<file path="config.mk">
export PLATFORM = sky130hd
export DESIGN_NAME = mem_bus_ctrl
export DESIGN_NICKNAME = d
export VERILOG_FILES = /design/src/rtl/mem_map_pkg.sv /design/src/rtl/mem_region_decode.sv /design/src/rtl/mem_bus_ctrl.sv
export SDC_FILE = /design/constraint.sdc
export NUM_CORES = 1
export LEC_CHECK = 0
export BUFFER_PORTS_ARGS = -buffer_cell sky130_fd_sc_hd__buf_2
export CORE_AREA = 10 10 87 74
export CTS_BUF_LIST = sky130_fd_sc_hd__clkbuf_16
export DETAILED_ROUTE_END_ITERATION = 8
export DIE_AREA = 0 0 97 84
export PLACE_DENSITY_LB_ADDON = 0.3
export SYNTH_ARGS = -nofsm -noshare
export SYNTH_HDL_FRONTEND = slang
export SYNTH_SLANG_ARGS = --single-unit
export TNS_END_PERCENT = 30
</file>
<file path="constraint.sdc">
create_clock -name clock -period 1.65 [get_ports clock]
set_input_delay 0.33 -clock clock [delete_from_list [all_inputs] [get_ports clock]]
set_output_delay 0.33 -clock clock [all_outputs]
set_load 0.05 [all_outputs]
</file>
<file path="src/rtl/mem_map_pkg.sv">
// Shared memory-map constants, FSM state and region types for the CPU memory bus controller.
package mem_map_pkg;

    localparam int unsigned ADDR_W = 16;
    localparam int unsigned OFFS_W = 11;
    localparam int unsigned DATA_W = 8;

    localparam logic [ADDR_W-1:0] RAM_BASE = 16'h0000;
    localparam logic [ADDR_W-1:0] RAM_SIZE = 16'h0800;
    localparam logic [ADDR_W-1:0] ROM_BASE = 16'hF800;
    localparam logic [ADDR_W-1:0] ROM_SIZE = 16'h0800;

    localparam logic [DATA_W-1:0] UNMAPPED_DATA = 8'hFF;

    typedef enum logic [1:0] {
        IDLE,
        ACCESS,
        CAPTURE,
        DONE
    } state_t;

    typedef enum logic [1:0] {
        RAM,
        ROM,
        NONE
    } region_t;

    // Wrapping subtraction makes the base-0 and top-of-space windows compare uniformly.
    function automatic logic in_window(input logic [ADDR_W-1:0] addr,
                                       input logic [ADDR_W-1:0] base,
                                       input logic [ADDR_W-1:0] size);
        return (addr - base) < size;
    endfunction

endpackage

</file>
<file path="src/rtl/mem_region_decode.sv">
// Combinational address-to-region decoder for the CPU memory map.
module mem_region_decode
    import mem_map_pkg::*;
(
    input  logic [ADDR_W-1:0] addr_i,
    output region_t           region_o
);

    always_comb begin
        // NOTE: default assignment first so every path drives region_o and no latch is inferred.
        region_o = NONE;
        if (in_window(addr_i, RAM_BASE, RAM_SIZE)) begin
            region_o = RAM;
        end else if (in_window(addr_i, ROM_BASE, ROM_SIZE)) begin
            region_o = ROM;
        end
    end

endmodule

</file>
<file path="src/rtl/mem_bus_ctrl.sv">
// CPU-to-ROM/RAM bus controller: latches a request, runs WAIT_STATES access cycles,
// captures read data and pulses cpu_ready once per transfer.
module mem_bus_ctrl
    import mem_map_pkg::*;
#(
    parameter int unsigned WAIT_STATES = 1
) (
    input  logic              clock,
    input  logic              reset,
    input  logic              cpu_req,
    input  logic [ADDR_W-1:0] cpu_addr,
    input  logic              cpu_rw,
    input  logic [DATA_W-1:0] cpu_wdata,
    output logic [DATA_W-1:0] cpu_rdata,
    output logic              cpu_ready,
    output logic [OFFS_W-1:0] rom_address,
    output logic              rom_select,
    input  logic [DATA_W-1:0] rom_data,
    output logic [OFFS_W-1:0] ram_address,
    output logic              ram_select,
    output logic              ram_we,
    output logic [DATA_W-1:0] ram_wdata,
    input  logic [DATA_W-1:0] ram_rdata,
    output logic              rom_write_err
);

    localparam logic [3:0] WAIT_LOAD = 4'(WAIT_STATES);

    state_t              state_q;
    region_t             region_q;
    region_t             req_region;
    logic                rw_q;
    logic [OFFS_W-1:0]   addr_q;
    logic [DATA_W-1:0]   wdata_q;
    logic [DATA_W-1:0]   rdata_q;
    logic [3:0]          wait_q;
    logic                ready_q;
    logic                rom_sel_q;
    logic                ram_sel_q;
    logic                ram_we_q;
    logic                rom_err_q;

    mem_region_decode u_decode (
        .addr_i   (cpu_addr),
        .region_o (req_region)
    );

    always_ff @(posedge clock or posedge reset) begin
        if (reset) begin
            state_q   <= IDLE;
            region_q  <= NONE;
            rw_q      <= 1'b1;
            addr_q    <= '0;
            wdata_q   <= '0;
            rdata_q   <= UNMAPPED_DATA;
            wait_q    <= '0;
            ready_q   <= 1'b0;
            rom_sel_q <= 1'b0;
            ram_sel_q <= 1'b0;
            ram_we_q  <= 1'b0;
            rom_err_q <= 1'b0;
        end else begin
            // NOTE: non-blocking assignments so every register samples pre-edge values.
            ready_q  <= 1'b0;
            ram_we_q <= 1'b0;
            unique case (state_q)
                IDLE: begin
                    if (cpu_req) begin
                        addr_q    <= cpu_addr[OFFS_W-1:0];
                        rw_q      <= cpu_rw;
                        wdata_q   <= cpu_wdata;
                        region_q  <= req_region;
                        wait_q    <= WAIT_LOAD;
                        rom_sel_q <= (req_region == ROM) && cpu_rw;
                        ram_sel_q <= (req_region == RAM);
                        ram_we_q  <= (req_region == RAM) && !cpu_rw;
                        if ((req_region == ROM) && !cpu_rw) begin
                            rom_err_q <= 1'b1;
                        end
                        state_q   <= ACCESS;
                    end
                end
                ACCESS: begin
                    wait_q <= wait_q - 4'd1;
                    if (wait_q <= 4'd1) begin
                        state_q <= CAPTURE;
                    end
                end
                CAPTURE: begin
                    rom_sel_q <= 1'b0;
                    ram_sel_q <= 1'b0;
                    if (rw_q) begin
                        case (region_q)
                            RAM:     rdata_q <= ram_rdata;
                            ROM:     rdata_q <= rom_data;
                            default: rdata_q <= UNMAPPED_DATA;
                        endcase
                    end
                    ready_q <= 1'b1;
                    state_q <= DONE;
                end
                DONE: begin
                    state_q <= IDLE;
                end
                default: begin
                    state_q <= IDLE;
                end
            endcase
        end
    end

    assign cpu_rdata     = rdata_q;
    assign cpu_ready     = ready_q;
    assign rom_address   = addr_q;
    assign rom_select    = rom_sel_q;
    assign ram_address   = addr_q;
    assign ram_select    = ram_sel_q;
    assign ram_we        = ram_we_q;
    assign ram_wdata     = wdata_q;
    assign rom_write_err = rom_err_q;

endmodule

</file>
==> flow_summary.ini <==
[critical_path]
worstPathRequired_ns = 1.81
critPathMaxFanout = 4
start_kind = flip-flop
critical_path_class = reg2reg
path_cells = inv_1 -> ha_1 -> nor2_1 -> o31ai_2 -> nand2_1 -> mux2_2
critPathSlowestCell = dfrtp_1
slowest_delay_ns = 0.40
cp.buffers_inverters = 1
cp-end-kind = flip-flop
arrival_ns = 1.69
cp_top_family = flip-flops

[cts]
clock-sinks = 41
cts_tree = built
cts_made_buffers = 5
htree_levels = 2
cts_buffer_depth = 2
clkTransAtPathRegs_ns = 0.06
ctsHoldBuffers = 0
cts_root_buffer = clkbuf_16
clock_latency_ns = 0.28

[die]
ios = 87
die_w_um = 97
num_rows = 23
start_util = 0.402
die_area_um2 = 8150
chipHeight_um = 84
coreArea_um2 = 4810

[logic_synthesis]
netlist_instances = 167
synth_compound_area_frac = 0.0867
synthSimpleGateAreaFrac = 0.0899
synth.mux.area_fraction = 0.169
yosys.area_share.adder = 0.0388
synthArstFlopShare = 1.00
synth_cell_types = 31
synth-edff-count = 0
synth_top_family_by_area = multiplexers
netlist_area_um2 = 1930
ys.flop_type = dfrtp_1
ys_seq_elements = 41
yosysWarnings = 0
seq_area_frac_synth = 0.537
syn-mean-instance-area_um2 = 11.6
syn_nets = 217
synth_xor_xnor_area_share = 0.00453

[drt]
drtIter0Drc = 51
wl_um = 4750
ant_nets = 0
drc = 0
num_vias = 1486
wl_per_cell_um = 15.2
vias_per_cell = 4.76
drt_pass1_iterations = 5

[power]
peakVddDrop_uv = 1240
internal_power_w = 0.00319
seqPwrFrac = 0.280
p_comb_frac = 0.551
p_sw_w = 0.00306
clockPowerShare = 0.169
p_leak_nw = 1.25
power_density_nw_per_um2 = 2440
switching_share = 0.490

[global_route]
grt_pass1_vias = 1637
grt-ovfl-total = 0
antenna_found_initial = 0
grt_max_degree = 42
grt.total_usage = 0.116
grt_pass1_wl_um = 7960

[sta]
tns_ns = 0
worst_pin_slew_ns = 0.477
final.setup_skew_ns = 0.00597
hold_viol = 0
setup_viol_count_final = 0
max_freq_ghz = 0.651
rsz0062_at_grt = no
post-route-period-util = 0.931
relSlewSlack = 0.682
period_needed_ns = 1.54
timing.hold.ws_ns = 0.0935
drv_slew = 0

[layout]
final_area_um2 = 2560
syn2layout_area_growth_pct = 32.5
fin_util = 0.533
drive_gt1_frac = 0.544
num-nets-final = 299
fin_cells = 312
n_antenna_cell = 0

[place]
io_buffers = 86
dp_cells = 304
gp_congestion = 0.736
placed_cell_area_um2 = 2390
place_hpwl_um = 3710

[status]
status = complete, no violations

[worst_hold_path]
hold_class = in2async

[job]
maxCapViolCount = 0
cell usage in the layout (no fill, tap or decap), drive strengths merged, types with 5 or more instances in the layout:
master / n
a21oi: 10
buf: 93
clkbuf: 5
dfrtp: 31
dfstp: 10
ha: 6
inv: 8
mux2: 22
mux2i: 8
nand2: 10
nor2: 11
o21ai: 8
through the flow:
stage / worst slack [ns] / total power (W)
after floorplan: 0.0694 / 0.00454
after global placement: 0.0610 / 0.00516
after detailed placement: 0.0369 / 0.00522
after CTS: 0.0398 / 0.00630
after global routing: 0.0174 / 0.00662
final: 0.115 / 0.00625
worst min-delay path, cell delays in order:
cell and delay (ns):
buf_2 0.09, inv_1 0.08, buf_12 0.24
final timing paths:
path | start | to | slack [ns] | depth (start not counted)
max | wait_q[1] | state_q[1] | 0.11 | 6
min | reset | ram_address[10] | 0.09 | 3
max reg2reg | wait_q[1] | state_q[1] | 0.11 | 6
min reg2reg | rom_write_err | rom_write_err | 0.49 | 1
max in group asynchronous | reset | cpu_rdata[5] | 1.29 | 3
min in group clock | cpu_rw | ram_we | 0.28 | 2
cells in the mapped netlist (3+ instances only):
library cell	count	area, um^2
dfstp_2	10	263
nand2_1	9	33.8
buf_4	12	90.1
clkbuf_1	3	11.3
a21oi_1	10	50.1
o21ai_0	7	35.0
ha_1	6	75.1
nor2b_1	3	18.8
dfrtp_1	31	776
buf_2	3	15.0
inv_1	7	26.3
mux2_2	22	248
nand2b_1	3	18.8
nor3_1	4	20.0
mux2i_1	8	80.1
nor2_1	11	41.3
cell type report:
| cell class | count | area [um^2] |
|---|---|---|
| fill | 423 | 2240 |
| multi-input combinational | 101 | 763 |
| clock buffer | 5 | 125 |
| inverter | 7 | 26.3 |
| timing repair buffer | 93 | 495 |
| tap | 62 | 77.6 |
| clock inverter | 3 | 37.5 |
| sequential | 41 | 1040 |
flip-flops by register name (all words and copies together), names as in the netlist, 2 cells and up:
signal / count
wait_q: 4
ram_address: 11
ram_wdata: 8
state_q: 2
region_q: 2
cpu_rdata: 8
what timing repair did:
action | CTS | global route
endpoints found under the setup margin | 0 | 9
hold endpoints to repair | 0 | 0
buffers inserted | 0 | 0
resized for setup | 0 | 3
power groups by stage:
stage                     combinational, W  sequential [W]  clock (W)
after floorplan                    0.00167         0.00288          0
after global placement             0.00342         0.00174          0
after detailed placement           0.00346         0.00176          0
after CTS                          0.00347         0.00175    0.00108
after global routing               0.00366         0.00182    0.00114
final                              0.00344         0.00175    0.00106
per-layer routing:
layer,wire (um),track usage,share of wire
met1,2130,0.140,0.45
met4,0,0.0201,0
met2,2200,0.179,0.46
met3,421,0.0637,0.089
met5,0,0,0
cells by family after synthesis:
| group | Yosys count |
|---|---|
| adder cells (fa/ha/maj) | 6 |
| XOR/XNOR | 1 |
| flip-flops | 41 |
| AO/OA/AOI/OAI | 28 |
| buffers and inverters | 25 |
| multiplexers | 30 |
| AND/OR/NAND/NOR | 36 |
Note: power is estimated with default switching activity, not from simulation.
